<file path="src/rtl/seq_adder_pkg.sv">
// seq_adder_pkg: shared state type and default slice width for the sliced adder
package seq_adder_pkg;
  typedef enum logic [1:0] {IDLE, RUN, DONE} adder_state_t;
  localparam int SLICE_DEF = 4;
endpackage

</file>
<file path="src/rtl/slice_cpa.sv">
// slice_cpa: combinational SLICE-bit carry-propagate adder reused by every slice step
module slice_cpa #(
  parameter int SLICE = 4
) (
  input  logic [SLICE-1:0] a,
  input  logic [SLICE-1:0] b,
  input  logic             c_in,
  output logic [SLICE-1:0] s,
  output logic             c_out
);
  assign {c_out, s} = {1'b0, a} + {1'b0, b} + {{SLICE{1'b0}}, c_in};
endmodule

</file>
<file path="src/rtl/seq_slice_adder.sv">
// seq_slice_adder: WIDTH-bit adder computed one SLICE-bit slice per clock, LSB first,
// with valid/ready handshakes on operand and result sides.
module seq_slice_adder
  import seq_adder_pkg::*;
#(
  parameter int WIDTH = 16,
  parameter int SLICE = SLICE_DEF
) (
  input  logic             clk,
  input  logic             reset,
  input  logic             in_valid,
  output logic             in_ready,
  input  logic [WIDTH-1:0] a,
  input  logic [WIDTH-1:0] b,
  input  logic             c_in,
  output logic             out_valid,
  input  logic             out_ready,
  output logic [WIDTH-1:0] sum,
  output logic             c_out
);
  localparam int NSLICES = WIDTH / SLICE;
  localparam int IW = NSLICES > 1 ? $clog2(NSLICES) : 1;
  if (WIDTH <= 0 || SLICE <= 0 || WIDTH % SLICE != 0) begin : g_bad_width
    $error("seq_slice_adder: WIDTH must be a positive multiple of SLICE");
  end
  adder_state_t state, state_nx;
  logic [IW-1:0] idx;
  logic carry, last, sl_co;
  logic [WIDTH-1:0] a_r, b_r;
  logic [SLICE-1:0] sl_s;
  assign in_ready = state == IDLE;
  assign out_valid = state == DONE;
  assign last = idx == IW'(NSLICES - 1);
  slice_cpa #(.SLICE(SLICE)) u_cpa (
    .a(a_r[idx*SLICE +: SLICE]),
    .b(b_r[idx*SLICE +: SLICE]),
    .c_in(carry),
    .s(sl_s),
    .c_out(sl_co)
  );
  always_comb begin
    state_nx = state;
    state_nx = (state == IDLE && in_valid) ? RUN :
               (state == RUN && last)      ? DONE :
               (state == DONE && out_ready) ? IDLE : state;
  end
  always_ff @(posedge clk or posedge reset)
    if (reset) state <= IDLE;
    else state <= state_nx;
  // The carry register doubles as the c_in holder until the first slice runs.
  always_ff @(posedge clk or posedge reset)
    if (reset) begin
      a_r <= '0;
      b_r <= '0;
      carry <= 1'b0;
      idx <= '0;
      sum <= '0;
      c_out <= 1'b0;
    end else if (in_valid && in_ready) begin
      a_r <= a;
      b_r <= b;
      carry <= c_in;
      idx <= '0;
    end else if (state == RUN) begin
      sum[idx*SLICE +: SLICE] <= sl_s;
      carry <= sl_co;
      idx <= last ? '0 : idx + 1'b1;
      c_out <= last ? sl_co : c_out;
    end
endmodule

</file>
<file path="config.mk">
export PLATFORM = sky130hd
export DESIGN_NAME = seq_slice_adder
export DESIGN_NICKNAME = d
export VERILOG_FILES = /design/src/rtl/seq_adder_pkg.sv /design/src/rtl/slice_cpa.sv /design/src/rtl/seq_slice_adder.sv
export SDC_FILE = /design/constraint.sdc
export NUM_CORES = 1
export LEC_CHECK = 0
export CAP_MARGIN = 20
export CORE_UTILIZATION = 35
export DETAILED_ROUTE_END_ITERATION = 6
export PLACE_DENSITY_LB_ADDON = 0.2
export SYNTH_ARGS = -nofsm -noshare
export SYNTH_HDL_FRONTEND = slang
export SYNTH_SLANG_ARGS = --single-unit
export TNS_END_PERCENT = 20
</file>
<file path="constraint.sdc">
create_clock -name clk -period 3.95 [get_ports clk]
set_input_delay 0.79 -clock clk [delete_from_list [all_inputs] [get_ports clk]]
set_output_delay 0.79 -clock clk [all_outputs]
set_load 0.05 [all_outputs]
</file>
==> impl_metrics.json, run 1 <==
{
  "min_path_type": "reg2reg",
  "critical_path_class": "reg2reg",
  "clk_path_buf_depth": 2,
  "synth-xor-area-share_pct": 0.6910,
  "relSlewSlack_pct": 41.70,
  "syn2layout_area_growth_pct": 29.02,
  "synth_top_flop_cell": "dfrtp_1",
  "die_y_um": 87.11,
  "start_kind": "flip-flop",
  "ir_worst_vdd_v": 0.0005052,
  "finalCriticalPeriod_ps": 2705,
  "worstSkewPairLatency_ps": 310,
  "synth_compound_area_share_pct": 9.230,
  "synth_seq_area_share_pct": 53.31,
  "p_leak_nw": 1.360,
  "drv_cap": 0,
  "dr_total_vias": 1617,
  "period_share_pct": 68.49,
  "synth_nets": 221,
  "cts_tree": "done",
  "grt_first_pass_wirelength_um": 8562,
  "die-area_um2": 7587,
  "worst_clock_skew_ps": 4.671,
  "post_cts_resized": 0,
  "crit_chain": "mux4_2, fa_1, fa_1, a21o_1, a21oi_1, o221ai_1",
  "ys_top_cells_by_area": "dfrtp_1 53%, mux2_2 13%, mux4_2 7.1%, ha_1 4.4%, a22o_1 3.8%",
  "drtIter0Drc": 72,
  "grt_max_degree": 43,
  "ys.warnings.count": 0,
  "ioPinCount": 56,
  "fin_total_pwr_mw": 2.856,
  "crit_buf_inv": 0,
  "synth-edff-count": 0,
  "yosys.area.top_type": "dfrtp_1",
  "ant_nets": 0,
  "drive_gt1_share_pct": 22.94,
  "via_per_inst": 4.945,
  "htreeDepth": 2,
  "initial_core_util_pct": 36.70,
  "critPathTopFamily": "adder cells",
  "path_clk_slew_ps": 90,
  "timing.fmax_mhz": 369.7,
  "critPathSlowestCell": "dfrtp_1",
  "synth_top_cells_by_count": "54 x dfrtp_1, 29 x mux2_2, 11 x a22o_1",
  "grt_use_total_pct": 15.03,
  "syn-cell-area_um2": 2535,
  "drv_slew": 0,
  "numClockSinks": 54,
  "rows": 30,
  "max_stage_delay_ps": 570,
  "overflow": 0,
  "yosys.cell_count.top_type": "dfrtp_1",
  "rsz0062_at_grt": "false",
  "synth_top_family_by_area": "multiplexers",
  "async_flop_share_pct": 100.0,
  "syn-mean-instance-area_um2": 14.65,
  "dp_hpwl_um": 3799,
  "cp_common_cell": "fa_1",
  "holdBufCountCts": 0,
  "synth_cell_types": 32,
  "final_nets": 278,
  "cts_buffers": 5,
  "root_buffer": "clkbuf_8",
  "synth_seq_cells": 54,
  "required_ps": 4120,
  "num_antenna_cells": 0,
  "io_buffers": 55,
  "synth_top_cell_area_share_pct": 53.31,
  "wire_per_inst_um": 15.43,
  "gp_congestion": 0.7144,
  "critPathCaptureType": "flip-flop",
  "synth_mux_area_share_pct": 21.32,
  "die_width_um": 87.11,
  "setup_tns_ps": 0,
  "grt_pass1_vias": 1711,
  "core_area_um2": 6907,
  "hold_viol": 0,
  "wirelength_um": 5044,
  "status": "finished clean",
  "synthSimpleGateAreaFrac_pct": 6.170,
  "drc": 0,
  "synth_fa_ha_area_share_pct": 6.022,
  "post_cts_buffers": 0,
  "antenna_found_initial": 0,
  "power.density_nw_per_um2": 873.4,
  "cp_data_arrival_time_ps": 2870,
  "setup_viol": 0,
  "tightest_slew_ps": 873.2,
  "cp_max_fo": 7,
  "synthCells": 173,
  "drt_first_pass_iters": 4
}
metal layers:
metal / part of all wire [%] / track usage [%] / wire, um
met5: 0 / 0 / 0
met4: 1.2 / 4.471 / 63
met3: 3.9 / 2.938 / 198
met2: 47 / 24.70 / 2394
met1: 47 / 20.25 / 2387
registers in the layout, summed over array words and instances (netlist names):
register / cells
sum: 16
c_out: 1
idx: 2
state: 2
carry: 1
b_r: 16
a_r: 16
worst paths after layout:
check / start / to / slack [ps] / depth (start not counted)
setup / recovery: idx[0] / carry / 1240 / 6
hold / removal: a_r[7] / a_r[7] / 500 / 1
setup reg to reg: idx[0] / carry / 1240 / 6
hold reg to reg: a_r[7] / a_r[7] / 500 / 1
max in group asynchronous: reset / idx[0] / 2240 / 3
min in group asynchronous: reset / sum[9] / 980 / 2
kinds of logic after synthesis:
family	Yosys count
flops	54
fa+ha+maj	11
buf+inv	12
simple gates	24
compound gates	30
xor+xnor	2
mux	40
cells in the final DEF, fill, tap and decap left out, types with 2 or more instances in the layout:
master / netlist / final
a32o_1: 4 / 4
o21ai_0: 2 / 2
clkdlybuf4s50_1: 0 / 55
nor4_2: 2 / 2
a21oi_1: 4 / 4
mux2_1: 3 / 3
a22o_1: 11 / 11
fa_1: 2 / 2
o21bai_1: 2 / 2
nand3b_1: 3 / 3
dfrtp_1: 54 / 54
clkbuf_8: 0 / 5
nor2_1: 5 / 5
nand2_1: 9 / 9
o31ai_1: 3 / 3
inv_1: 4 / 3
mux4_2: 8 / 8
ha_1: 9 / 9
mux2_2: 29 / 29
buf_4: 1 / 3
metrics by stage:
| step | worst slack [ps] | utilization [%] | hold WS, ps | cell area [um^2] | cells |
|---|---|---|---|---|---|
| 2_1_floorplan | 1199 | - | 452.4 | 2535 | 173 |
| 3_3_place_gp | 1291 | 45.76 | 479.0 | 3161 | 319 |
| 3_5_place_dp | 1214 | 45.76 | 479.6 | 3161 | 319 |
| 4_1_cts | 1195 | 47.36 | 502.5 | 3271 | 327 |
| 5_1_grt | 1051 | 47.36 | 518.9 | 3271 | 327 |
| 6_report | 1245 | 47.36 | 497.7 | 3271 | 327 |
worst register-to-register path: cells and delay by family (launching register included):
kind                       cells  cell delay [ps]
DFF                            1              570
muxes                          1              570
adders and majority gates      2              900
AOI/OAI and AO/OA              3              540
area by class of cell:
cell class,instances,area (um^2)
clock inverters,2,37.54
fillers,647,3636
multi-input cells,107,1101
well taps,96,120.1
flip-flops and latches,54,1351
repair buffers,58,573.1
clock buffers,6,72.57
inverters,4,15.01
power by group:
part	switching [mW]	internal (mW)
logic	0.802	0.693
registers	0.195	0.799
clock network	0.177	0.189
total	1.17	1.68
Power figures use the tool's default switching activity.
==> run 2: changes to the inputs <==
- clock period: 3.95 -> 2.56 ns (I/O delays scaled with it)
==> impl_metrics.json, run 2 (synthesis gave the netlist of run 1 again) <==
{
  "status": "finished clean",
  "timing.hold.ws_ps": 488.7,
  "startpoint": "idx[0]",
  "io_buffers": 55,
  "critPathSlowestCell": "mux4_2",
  "cts_tree": "done",
  "num_antenna_cells": 0,
  "drv_slew": 0,
  "grt_pass1_vias": 1644,
  "hold_viol": 0,
  "worst_clock_skew_ps": 8.013,
  "die_width_um": 87.11,
  "rows": 30,
  "cp_data_arrival_time_ps": 2620,
  "path_clk_slew_ps": 90,
  "grt_use_total_pct": 14.72,
  "rsz0062_at_grt": "false",
  "grt_max_degree": 35,
  "instances_no_fill": 332,
  "period_share_pct": 95.05,
  "die-area_um2": 7587,
  "p_leak_nw": 1.385,
  "ir_worst_vdd_v": 0.0005814,
  "cts_buffers": 5,
  "die_y_um": 87.11,
  "tightest_slew_ps": 546.9,
  "wirelength_um": 4934,
  "relSlewSlack_pct": 63.49,
  "clk_path_buf_depth": 2,
  "overflow": 0,
  "crit_chain": "buf_6, mux4_2, ha_1, a211oi_1, or3b_2, a32o_1",
  "initial_core_util_pct": 36.70,
  "dp.cells": 323,
  "final_common_cell": "clkdlybuf4s50_1",
  "core_area_um2": 6907,
  "fill_cells": 658,
  "critPathCaptureType": "flip-flop",
  "dr_total_vias": 1637,
  "holdBufCountCts": 0,
  "grt_first_pass_wirelength_um": 8369,
  "dp_hpwl_um": 3828,
  "drv_cap": 0,
  "antenna_found_initial": 0,
  "drtIter0Drc": 60,
  "setup_viol": 0,
  "finalCriticalPeriod_ps": 2433,
  "timing.fmax_mhz": 411.0,
  "root_buffer": "clkbuf_8",
  "drt_first_pass_iters": 4,
  "final_nets": 283,
  "drc": 0,
  "via_per_inst": 4.931,
  "cp_max_fo": 9,
  "htreeDepth": 2,
  "r2r-start": "idx[0]",
  "power.density_nw_per_um2": 1334,
  "layout_setup_ws_ps": 126.8,
  "max_stage_delay_ps": 530,
  "syn2layout_area_growth_pct": 31.19,
  "post-place-ws_ps": -19.33,
  "wire_per_inst_um": 14.86,
  "critical_path_class": "reg2reg",
  "ant_nets": 0,
  "fin_total_pwr_mw": 4.437,
  "final_cell_mix": "55 x clkdlybuf4s50_1, 52 x dfrtp_1, 29 x mux2_2",
  "min_path_type": "reg2reg",
  "top_regs": "a_r x16, b_r x16, sum x16",
  "worstSkewPairLatency_ps": 300,
  "numClockSinks": 54,
  "hold_start": "sum[6]",
  "start_kind": "flip-flop",
  "required_ps": 2750,
  "drive_gt1_share_pct": 26.27,
  "gp_congestion": 0.7260,
  "ioPinCount": 56
}
run 2: final timing paths:
path	endpoint	slack, ps	cells after the start
worst min register to register	sum[6]	490	2
min in group asynchronous	a_r[11]	580	2
worst max register to register	sum[3]	130	6
max in group asynchronous	idx[0]	1420	3
worst max-delay path	sum[3]	130	6
worst min-delay path	sum[6]	490	2
run 2: timing repair:
item,CTS,global route
buffers inserted,0,1
gates resized for setup,1,2
hold endpoints to repair,0,0
endpoints found under the setup margin,4,6
run 2: critical path: cells and delay by family (launching register included):
| family | cells | cell delay [ps] |
|---|---|---|
| buffers and inverters | 1 | 170 |
| adders and majority gates | 1 | 290 |
| AOI/OAI and AO/OA | 2 | 360 |
| and+or+nand+nor | 1 | 530 |
| muxes | 1 | 530 |
| DFF | 1 | 440 |
run 2: routing by layer:
layer | part of all wire (%) | vias up | routed length, um | global-route usage [%]
met5 | 0 | - | 0 | 0
met1 | 49 | 809 | 2401 | 20.64
met2 | 45 | 51 | 2215 | 22.41
met3 | 4.9 | 10 | 240 | 3.886
met4 | 1.5 | 0 | 76 | 4.471
li1 | - | 767 | - | -
run 2: through the flow:
stage | setup TNS, ps | util [%] | cell area, um^2
after floorplan | 0 | - | 2552
after global placement | 0 | 46.63 | 3221
after detailed placement | -29.92 | 46.63 | 3221
after CTS | 0 | 47.97 | 3313
after global routing | 0 | 48.15 | 3326
final | 0 | 48.15 | 3326
run 2: cell type report:
| type | count | area (um^2) | area share [%] |
|---|---|---|---|
| clock buffer | 7 | 86.33 | 2.596 |
| clock inverter | 1 | 5.005 | 0.1505 |
| inverter | 4 | 15.01 | 0.4515 |
| multi-input combinational | 107 | 1106 | 33.26 |
| sequential | 54 | 1354 | 40.71 |
| tap | 96 | 120.1 | 3.612 |
| timing repair buffer | 63 | 639.4 | 19.22 |
run 2: power breakdown:
part / total (mW) / leakage (nW) / internal (mW) / switching [mW]
Clock: 0.477 / 0.0482 / 0.219 / 0.259
Sequential: 1.53 / 0.671 / 1.24 / 0.294
Combinational: 2.43 / 0.666 / 1.17 / 1.26
Total: 4.44 / 1.38 / 2.63 / 1.81
